--- src/rtl/utc_timekeeper.sv ---
// UTC time-of-day counter with a DIV-cycle prescaler, time-set loading and range checking.
// Optional alarm compare is built in when UTC_TIMEKEEPER_ALARM_EN is defined.
module utc_timekeeper #(
  parameter int unsigned DIV           = 32'd50_000_000,
  parameter logic [3:0]  TIME_SET_CODE = 4'b0101
) (
  input  logic        CLK,
  input  logic        RESET,
  input  logic [3:0]  STATE,
  input  logic        SET_VALID,
  input  logic [17:0] SET_DATA,
  output logic        SET_READY,
  output logic        SET_ERR,
`ifdef UTC_TIMEKEEPER_ALARM_EN
  input  logic        ALARM_SET,
  input  logic [17:0] ALARM_DATA,
  output logic        ALARM_HIT,
`endif
  output logic [17:0] CLOCK_DATA,
  output logic        SEC_TICK
);

  localparam int unsigned PW = (DIV > 32'd1) ? $clog2(DIV) : 32'd1;
  localparam logic [PW-1:0] PMAX_C = PW'(DIV - 32'd1);

  logic [PW-1:0] presc_r;
  logic [5:0]    hour_r, min_r, sec_r;
  logic [5:0]    hour_nx_s, min_nx_s, sec_nx_s;
  logic          sec_tick_r, set_err_r;
  logic          hold_s, load_s, set_ok_s, tick_s;

  assign hold_s    = (STATE == TIME_SET_CODE);
  assign SET_READY = hold_s && !RESET;
  assign load_s    = SET_VALID && SET_READY;
  assign set_ok_s  = (SET_DATA[17:12] < 6'd24) && (SET_DATA[11:6] < 6'd60) &&
                     (SET_DATA[5:0] < 6'd60);
  // A held prescaler never ticks, so a load edge can never coincide with a tick.
  assign tick_s    = !hold_s && (presc_r == PMAX_C);

  // One-second advance of the current time with sec/min/hour carries.
  always_comb begin
    sec_nx_s  = sec_r + 6'd1;
    min_nx_s  = min_r;
    hour_nx_s = hour_r;
    if (sec_r == 6'd59) begin
      sec_nx_s = 6'd0;
      if (min_r == 6'd59) begin
        min_nx_s = 6'd0;
        if (hour_r == 6'd23) begin
          hour_nx_s = 6'd0;
        end else begin
          hour_nx_s = hour_r + 6'd1;
        end
      end else begin
        min_nx_s = min_r + 6'd1;
      end
    end else begin
      sec_nx_s = sec_r + 6'd1;
    end
  end

  // Prescaler, time registers and status pulses; reset overrides tick and load.
  always_ff @(posedge CLK) begin
    if (RESET) begin
      presc_r    <= '0;
      hour_r     <= 6'd0;
      min_r      <= 6'd0;
      sec_r      <= 6'd0;
      sec_tick_r <= 1'b0;
      set_err_r  <= 1'b0;
    end else begin
      sec_tick_r <= tick_s;
      set_err_r  <= load_s && !set_ok_s;
      if (load_s && set_ok_s) begin
        hour_r  <= SET_DATA[17:12];
        min_r   <= SET_DATA[11:6];
        sec_r   <= SET_DATA[5:0];
        presc_r <= '0;
      end else if (tick_s) begin
        hour_r  <= hour_nx_s;
        min_r   <= min_nx_s;
        sec_r   <= sec_nx_s;
        presc_r <= '0;
      end else if (!hold_s) begin
        presc_r <= presc_r + PW'(1'b1);
      end else begin
        presc_r <= presc_r;
      end
    end
  end

  assign CLOCK_DATA = {hour_r, min_r, sec_r};
  assign SEC_TICK   = sec_tick_r;
  assign SET_ERR    = set_err_r;

`ifdef UTC_TIMEKEEPER_ALARM_EN
  logic [17:0] alarm_r;
  logic        armed_r, alarm_hit_r;

  // Alarm time register; compared only against ticked time, never against loads.
  always_ff @(posedge CLK) begin
    if (RESET) begin
      alarm_r     <= 18'd0;
      armed_r     <= 1'b0;
      alarm_hit_r <= 1'b0;
    end else begin
      alarm_hit_r <= tick_s && armed_r && (alarm_r == {hour_nx_s, min_nx_s, sec_nx_s});
      if (ALARM_SET) begin
        alarm_r <= ALARM_DATA;
        armed_r <= 1'b1;
      end else begin
        alarm_r <= alarm_r;
        armed_r <= armed_r;
      end
    end
  end

  assign ALARM_HIT = alarm_hit_r;
`endif

endmodule

--- config.mk ---
export PLATFORM = sky130hd
export DESIGN_NAME = utc_timekeeper
export DESIGN_NICKNAME = d
export VERILOG_FILES = /design/src/rtl/utc_timekeeper.sv
export SDC_FILE = /design/constraint.sdc
export NUM_CORES = 1
export LEC_CHECK = 0
export ABC_AREA = 1
export CAP_MARGIN = 5
export CORE_MARGIN = 3
export CORE_UTILIZATION = 55
export DETAILED_ROUTE_END_ITERATION = 8
export DONT_BUFFER_PORTS = 1
export GPL_TIMING_DRIVEN = 0
export PLACE_DENSITY = 0.7
export SLEW_MARGIN = 20
export SYNTH_ARGS = -nofsm -noshare
export SYNTH_HDL_FRONTEND = slang
export SYNTH_SLANG_ARGS = --single-unit
export TNS_END_PERCENT = 1
--- constraint.sdc ---
create_clock -name CLK -period 4.6 [get_ports CLK]
set_clock_uncertainty 0.1 [all_clocks]
set_input_delay 0.92 -clock CLK [delete_from_list [all_inputs] [get_ports CLK]]
set_output_delay 0.92 -clock CLK [all_outputs]
set_load 0.05 [all_outputs]
==> results_dict.tcl, run 1 <==
set metrics [dict create \
    status "complete, no violations" \
    dr.pass1.iters 4 \
    die_h_microns 78.9 \
    setup_tns_ns 0 \
    critical_path_class "in2out" \
    syn2layout_area_growth_pct 6.63 \
    synth_most_common_cell "nand2_1" \
    timing_worst_slew_pin_value_ns 0.650 \
    fill_cells 490 \
    synth_area_per_cell_sq_um 6.22 \
    max_freq_ghz 0.389 \
    crit_required_ns 3.58 \
    overflow 0 \
    synth_top_area_frac 0.315 \
    cts_buffers 5 \
    rows 25 \
    utilization 0.631 \
    grt_pass1_vias 2575 \
    hold_slack_ns 0.399 \
    via_per_inst 5.07 \
    grt_use_total 0.229 \
    min_period_over_period 0.559 \
    power_frac_seq 0.558 \
    yosysTopAreaCell "dfxtp_1" \
    grt_pass1_wl_microns 11500 \
    antenna_found_initial 0 \
    power_uw 722 \
    die_w_microns 78.9 \
    vias 2765 \
    wl_microns 6730 \
    rsz0062_at_grt "no" \
    core_sq_um 4940 \
    finalHoldViolCount 0 \
    gp_congestion 0.901 \
    seq_area_frac_synth 0.315 \
    clockBufferDepth 2 \
    crit_path_max_fanout 4 \
    drc 0 \
    combPwrFrac 0.043 \
    n_antenna_cell 0 \
    post_cts_resized 0 \
    cts_tree "built" \
    synthTopCellsByArea "dfxtp_1 31%, nand2_1 21%, nor2_1 9.1%" \
    grt_max_degree 14 \
    relSlewSlack 0.566 \
    wl_per_cell_microns 12.3 \
    p_leak_uw 0.00136 \
    hold_buffers 0 \
    regArea_sq_um 921 \
    synth_seq_cells 46 \
    ioPinCount 46 \
    path_clk_slew_ns 0.08 \
    clkSinkCount 46 \
    synth_edf_count 0 \
    portBuffers 0 \
    final_cells 545 \
    hpwl_microns 5080 \
    crit_arrival_ns 1.55 \
    setup_viol 0 \
    min_period_ns 2.57 \
    endpoint_kind "output pin" \
    dr.first_iter.drc_count 213 \
    synth_cell_types 27 \
    cp-start-kind "input port" \
    switching_share 0.221 \
    die-area_sq_um 6230 \
    final_layout_size_suffix_gt1_frac 0.115 \
    cts_setup_buffers 0 \
    cts_htree_levels 2 \
    p_clk_frac 0.398 \
    cts_root_buf "clkbuf_8" \
    p_per_area_nw_per_um2 232 \
    p_int_uw 562 \
    ir_drop_uv 144 \
    insertion_delay_ns 0.30 \
    switchingPower_uw 159 \
    synth_ff_type "dfxtp_1" \
    synth_common_cells "162 x nand2_1, 71 x nor2_1, 54 x inv_1" \
    synth_nets 499 \
    report.final.slew_viol_count 0 \
    hold_path_class "reg2reg" \
    ant_nets 0 \
    start_util 0.592 \
    nNetsFinal 506 \
    netlist_area_sq_um 2920 \
    place_inst 537 \
    timing.max_cap.violations 0 \
    ys_warn_count 0 \
    synthArstFlopShare 0 \
    multiInputGateArea_sq_um 1720 \
    syn_inst 470 \
]
==> stage by stage <==
| stage | instance area (sq um) | setup slack [ns] |
|---|---|---|
| after CTS | 3120 | 2.02 |
| after detailed placement | 3010 | 2.02 |
| after floorplan | 2920 | 2.08 |
| after global placement | 3010 | 2.03 |
| final | 3120 | 2.03 |
| after global routing | 3120 | 1.98 |
==> registers in the layout (all words and copies together) (netlist names) <==
| register | flops |
|---|---|
| presc_r | 26 |
| hour_r | 6 |
| min_r | 6 |
| sec_r | 6 |
| SEC_TICK | 1 |
| SET_ERR | 1 |
==> cells in the final DEF (no fill, tap or decap) <==
cell	n
xnor2_1	1
nor4_1	1
nand3b_1	3
buf_4	2
xor2_1	9
nor2_4	3
nand3_1	38
nor3_4	1
buf_2	1
nand2_2	5
nor2_1	71
buf_6	5
nand2_4	2
ha_1	4
nand3_2	2
o21ai_2	1
inv_1	54
or2_2	7
inv_2	2
dfxtp_1	46
a21oi_1	14
clkbuf_8	8
a21oi_2	12
o21ai_0	9
nand2_1	162
nor3_1	4
nor2_2	4
nand4_1	7
==> worst max-delay path, cell delays in order <==
cell	delay, ns
nand2_1	0.03
inv_1	0.12
nand3_2	0.13
inv_1	0.35
==> routing by layer <==
| metal | GRT usage | part of all wire |
|---|---|---|
| met3 | 0.0533 | 0.060 |
| met5 | 0 | 0 |
| met1 | 0.306 | 0.49 |
| met4 | 0.0653 | 0.0085 |
| met2 | 0.368 | 0.44 |
==> area by class of cell <==
| cell class | instances | area share |
|---|---|---|
| Clock buffer | 8 | 0.0353 |
| Multi-Input combinational cell | 360 | 0.551 |
| Buffer | 8 | 0.0245 |
| Sequential cell | 46 | 0.295 |
| Tap cell | 67 | 0.0269 |
| Inverter | 56 | 0.0674 |
==> path summary, 6_finish.rpt <==
kind                                              start                       to  cells past startpoint  slack [ns]
worst max-delay path                           STATE[2]                SET_READY                      4        2.03
worst min-delay path            presc_r[2]$_SDFFE_PP0P_  presc_r[2]$_SDFFE_PP0P_                      2        0.40
worst max register to register    sec_r[0]$_SDFFE_PP0P_   hour_r[4]$_SDFFE_PP0P_                      8        2.20
worst min register to register  presc_r[2]$_SDFFE_PP0P_  presc_r[2]$_SDFFE_PP0P_                      2        0.40
==> cells by family (layout without fill, tap and decap cells) <==
logic type,Yosys count,in the layout,synth area share
AOI/OAI and AO/OA,36,36,0.0783
xor gates and xnor gates,10,10,0.0300
adders and majority gates,4,4,0.0171
buffers and inverters,64,72,0.0980
DFF,46,46,0.315
and+or+nand+nor,310,310,0.462
==> power by group through the flow <==
| stage | Combinational (uW) | Clock, uW | Sequential, uW |
|---|---|---|---|
| 2_1_floorplan | 24.6 | 0 | 412 |
| 3_3_place_gp | 30.9 | 0 | 413 |
| 4_1_cts | 31.5 | 299 | 403 |
| 3_5_place_dp | 31.4 | 0 | 413 |
| 5_1_grt | 35.4 | 313 | 404 |
| 6_report | 31.2 | 288 | 403 |
No activity file was read; power rests on OpenSTA's default activity.
==> run 2: changes to the inputs <==
--- a/config.mk
+++ b/config.mk
@@ -12,7 +12,7 @@
 export DETAILED_ROUTE_END_ITERATION = 8
 export DONT_BUFFER_PORTS = 1
 export GPL_TIMING_DRIVEN = 0
-export PLACE_DENSITY = 0.7
+export PLACE_DENSITY = 0.73
 export SLEW_MARGIN = 20
 export SYNTH_ARGS = -nofsm -noshare
 export SYNTH_HDL_FRONTEND = slang
==> constraint.sdc (replaced) <==
create_clock -name CLK -period 2.19 [get_ports CLK]
set_clock_uncertainty 0.1 [all_clocks]
set_input_delay 0.438 -clock CLK [delete_from_list [all_inputs] [get_ports CLK]]
set_output_delay 0.438 -clock CLK [all_outputs]
set_load 0.05 [all_outputs]
==> run 2 against run 1 <==
Against the previous run: worst hold slack got worse by 0.31 ns; wire length fell by 1.5%; critical path type is now reg2reg; critical path depth rose by 3; die area did not move; first-iteration DRC count fell by 12%; final cell count fell by 0.18%; flip-flop and latch count did not move; global-route usage rose by 0.16 points; register-to-register slack got worse by 2.0 ns; highest routed layer unchanged; sequential power rose by 110%; via count fell by 0.36%.
==> results_dict.tcl, run 2 (same netlist as run 1, synthesis figures left out) <==
set metrics [dict create \
    status "complete, no violations" \
    cts_setup_buffers 0 \
    layout_commonest_cell "nand2_1" \
    min_period_ns 2.01 \
    path_clk_slew_ns 0.09 \
    grt_use_met1 0.315 \
    r2r_cells 7 \
    dr.pass1.iters 4 \
    setup_viol 0 \
    clockBufferDepth 2 \
    layout_common_cells "162 x nand2_1, 71 x nor2_1, 54 x inv_1, 38 x dfxtp_1, 38 x nand3_1" \
    vias 2755 \
    grt_pass1_wl_microns 11600 \
    use_met3 0.0465 \
    dr.first_iter.drc_count 188 \
    nNetsFinal 506 \
    setup_slack_ns 0.175 \
    cp-start-kind "flip-flop" \
    min_period_over_period 0.920 \
    core_sq_um 4940 \
    timing_worst_slew_pin_value_ns 0.630 \
    clkSinkCount 46 \
    setup.worst_path.end "hour_r[4]$_SDFFE_PP0P_" \
    overflow 0 \
    timing.max_cap.violations 0 \
    rows 25 \
    cts_tree "built" \
    hold_buffers 0 \
    crit_path_max_fanout 7 \
    crit_path_max_incr_delay_ns 0.68 \
    drc 0 \
    insertion_delay_ns 0.30 \
    p_leak_uw 0.00134 \
    critical_path_class "reg2reg" \
    pre_cts_slack_ns -0.124 \
    busiest_layer "met2" \
    rsz0062_at_grt "no" \
    cp-startpoint "min_r[5]$_SDFFE_PP0P_" \
    die-area_sq_um 6230 \
    grt_use_total 0.230 \
    cts_htree_levels 2 \
    hold_path_class "in2reg" \
    hpwl_microns 4960 \
    largest_register "presc_r" \
    final_layout_size_suffix_gt1_frac 0.126 \
    grt_pass1_vias 2654 \
    crit_required_ns 2.30 \
    critPathTopFamily "simple AND/OR/NAND/NOR gates" \
    crit_arrival_ns 2.12 \
    start_util 0.592 \
    finalHoldViolCount 0 \
    endpoint_kind "flip-flop" \
    via_per_inst 5.06 \
    p_per_area_nw_per_um2 456 \
    r2r_start "min_r[5]$_SDFFE_PP0P_" \
    crit_chain "inv_1, nor2_1, nand3_1, o21ai_4, nand2_2, nor2_1, nor2_1" \
    cp_common_cell "nor2_1" \
    cts_buffers 5 \
    relSlewSlack 0.579 \
    hold_slack_ns 0.0868 \
    grt_max_degree 13 \
    path_depth 7 \
    gp_congestion 0.880 \
    post_cts_resized 4 \
    ant_nets 0 \
    wl_microns 6630 \
    portBuffers 0 \
    syn2layout_area_growth_pct 6.25 \
    die_w_microns 78.9 \
    max_freq_ghz 0.496 \
    crit_buf_inv 1 \
    rr_endpoint "hour_r[4]$_SDFFE_PP0P_" \
    ioPinCount 46 \
    critical-path-slowest-cell "dfxtp_1" \
    report.final.slew_viol_count 0 \
    fill_cells 496 \
    ff2ff_setup_slack_ns 0.18 \
    cts_root_buf "clkbuf_8" \
    grt_util_met2 0.362 \
    wl_per_cell_microns 12.2 \
    largest_register_ffs 26 \
    n_antenna_cell 0 \
    antenna_found_initial 0 \
    ir_drop_uv 321 \
    die_h_microns 78.9 \
]
run 2: cell count changes in the layout (fill, tap and decap cells not counted), sizes merged:
| cell | change |
|---|---|
| clkbuf | -1 |
run 2: through the flow:
stage               area, sq um  utilization  TNS [ns]  instances  total power (uW)
floorplan                  2920            -         0        470               917
global placement           3010        0.609    -0.351        537               931
detailed placement         3010        0.609    -0.392        537               933
CTS                        3090        0.625         0        544              1430
global route               3110        0.629         0        544              1470
finish                     3110        0.629         0        544              1420
run 2: worst min-delay path by stage:
| stage | start | to | slack (ns) | cells after the start |
|---|---|---|---|---|
| floorplan | presc_r[21]$_SDFFE_PP0P_ | presc_r[21]$_SDFFE_PP0P_ | 0.35 | 2 |
| global placement | presc_r[21]$_SDFFE_PP0P_ | presc_r[21]$_SDFFE_PP0P_ | 0.37 | 2 |
| detailed placement | presc_r[24]$_SDFFE_PP0P_ | presc_r[24]$_SDFFE_PP0P_ | 0.38 | 2 |
| CTS | RESET | sec_r[0]$_SDFFE_PP0P_ | 0.08 | 1 |
| global route | RESET | sec_r[0]$_SDFFE_PP0P_ | 0.08 | 1 |
| finish | RESET | sec_r[3]$_SDFFE_PP0P_ | 0.09 | 1 |
run 2: per-layer routing:
metal,wire length [microns],vias to the layer above
li1,-,1474
met1,3240,1216
met2,2860,61
met3,462,4
met4,65,0
met5,0,-
run 2: area by class of cell:
class,instances,area (sq um),area share
multi-input cells,360,1720,0.555
flip-flops and latches,46,936,0.301
inverters,56,210,0.0677
well taps,67,83.8,0.0270
clock buffers,7,76.3,0.0246
plain buffers,8,76.3,0.0246
run 2: where the power goes:
group | internal, uW | switching, uW
Combinational | 21.0 | 44.2
Sequential | 839 | 5.80
Clock | 221 | 287
==> run 3: changes to the inputs <==
--- a/config.mk
+++ b/config.mk
@@ -12,7 +12,7 @@
 export DETAILED_ROUTE_END_ITERATION = 8
 export DONT_BUFFER_PORTS = 1
 export GPL_TIMING_DRIVEN = 0
-export PLACE_DENSITY = 0.73
+export PLACE_DENSITY = 0.78
 export SLEW_MARGIN = 20
 export SYNTH_ARGS = -nofsm -noshare
 export SYNTH_HDL_FRONTEND = slang
==> run 3 against run 2 <==
Against the previous run: first-iteration DRC count up 28%; worst hold slack better by 0.0035 ns; final cell count up 0.18%; critical path depth unchanged; via count up 4.2%; combinational power about the same; global-route usage down 0.25 points; design area up 1.0%.
==> results_dict.tcl, run 3 (same netlist as run 1, synthesis figures left out) <==
set metrics [dict create \
    status "complete, no violations" \
    timing.max_cap.violations 0 \
    worstHoldStart "RESET" \
    cp_common_cell "nor2_1" \
    layout_commonest_cell "nand2_1" \
    endpoint_kind "flip-flop" \
    crit_arrival_ns 2.10 \
    die-area_sq_um 6230 \
    layout_common_cells "162 x nand2_1, 71 x nor2_1, 54 x inv_1, 38 x nand3_1, 36 x dfxtp_1" \
    hold_path_end "sec_r[3]$_SDFFE_PP0P_" \
    grt_use_met1 0.326 \
    largest_register "presc_r" \
    ioPinCount 46 \
    postLayoutCellArea_sq_um 3140 \
    utilization 0.635 \
    hold_path_class "in2reg" \
    critical_path_class "reg2reg" \
    crit_chain "inv_1, nor2_1, nand3_1, o21ai_4, nand2_2, nor2_1, nor2_1" \
    min_path_cells 1 \
    grt_max_degree 14 \
    min_period_over_period 0.914 \
    grt_pass1_wl_microns 11600 \
    critical-path-slowest-cell "dfxtp_1" \
    via_per_inst 5.27 \
    cts_setup_buffers 0 \
    cts_buffers 5 \
    core_sq_um 4940 \
    antenna_found_initial 0 \
    ff2ff_setup_slack_ns 0.19 \
    hpwl_microns 4960 \
    r2r_start "min_r[5]$_SDFFE_PP0P_" \
    die_w_microns 78.9 \
    cp-start-kind "flip-flop" \
    timing_worst_slew_pin_value_ns 0.624 \
    relSlewSlack 0.583 \
    final_layout_size_suffix_gt1_frac 0.132 \
    vias 2872 \
    max_freq_ghz 0.499 \
    gp_congestion 0.902 \
    finalHoldViolCount 0 \
    setup_tns_ns 0 \
    crit_path_max_incr_delay_ns 0.68 \
    start_util 0.592 \
    overflow 0 \
    dr.pass1.iters 5 \
    ir_drop_uv 312 \
    cts_htree_levels 2 \
    ant_nets 0 \
    portBuffers 0 \
    grt_use_total 0.228 \
    critPathTopFamily "simple AND/OR/NAND/NOR gates" \
    rr_endpoint "hour_r[2]$_SDFFE_PP0P_" \
    cts_tree "built" \
    grt_util_met2 0.355 \
    p_per_area_nw_per_um2 492 \
    p_leak_uw 0.00136 \
    r2r_cells 7 \
    rows 25 \
    crit_buf_inv 1 \
    dr.first_iter.drc_count 241 \
    place_area_sq_um 3010 \
    power_uw 1540 \
    wl_per_cell_microns 12.2 \
    hold_buffers 0 \
    syn2layout_area_growth_pct 7.36 \
    crit_path_max_fanout 7 \
    wl_microns 6620 \
    grt_pass1_vias 2593 \
    clkSinkCount 46 \
    hold_slack_ns 0.0903 \
    die_h_microns 78.9 \
    drc 0 \
    rsz0062_at_grt "no" \
    use_met3 0.0408 \
    setup_viol 0 \
    min_period_ns 2.00 \
    clockBufferDepth 2 \
    busiest_layer "met2" \
    crit_required_ns 2.29 \
    n_antenna_cell 0 \
    insertion_delay_ns 0.30 \
    path_clk_slew_ns 0.09 \
    fill_cells 492 \
    largest_register_ffs 26 \
    post_cts_resized 6 \
    nNetsFinal 506 \
    cts_root_buf "clkbuf_8" \
    report.final.slew_viol_count 0 \
]
run 3: cell count changes in the layout (fill, tap and decap cells not counted), sizes merged:
cell,before,now
bufinv,0,1
run 3: final cells by class:
type | instances | area [sq um] | area share
clock buffers | 7 | 76.3 | 0.0243
well taps | 67 | 83.8 | 0.0267
flip-flops and latches | 46 | 938 | 0.299
multi-input cells | 360 | 1720 | 0.549
clock inverters | 1 | 30.0 | 0.00957
plain buffers | 8 | 76.3 | 0.0243
inverters | 56 | 210 | 0.0670
run 3: routing by layer:
layer	vias to the layer above	part of all wire
li1	1478	-
met1	1295	0.47
met2	94	0.44
met3	5	0.081
met4	0	0.0086
met5	-	0
run 3: stage by stage:
step | setup WS (ns) | std cells
final | 0.187 | 545
after global routing | 0.00354 | 545
after CTS | 0.00587 | 545
after detailed placement | -0.152 | 537
after global placement | -0.107 | 537
after floorplan | 0.145 | 470
run 3: worst max path at each step:
stage / startpoint / to / cells past startpoint
after floorplan: sec_r[0]$_SDFFE_PP0P_ / hour_r[1]$_SDFFE_PP0P_ / 8
after global placement: sec_r[0]$_SDFFE_PP0P_ / hour_r[4]$_SDFFE_PP0P_ / 8
after detailed placement: sec_r[0]$_SDFFE_PP0P_ / hour_r[2]$_SDFFE_PP0P_ / 9
after CTS: min_r[1]$_SDFFE_PP0P_ / hour_r[2]$_SDFFE_PP0P_ / 7
after global routing: hour_r[1]$_SDFFE_PP0P_ / hour_r[3]$_SDFFE_PP0P_ / 10
final: min_r[5]$_SDFFE_PP0P_ / hour_r[2]$_SDFFE_PP0P_ / 7
run 3: power breakdown:
group	switching, uW	internal, uW	total [uW]
registers	5.68	839	845
logic	44.6	20.9	65.4
clock network	293	342	635
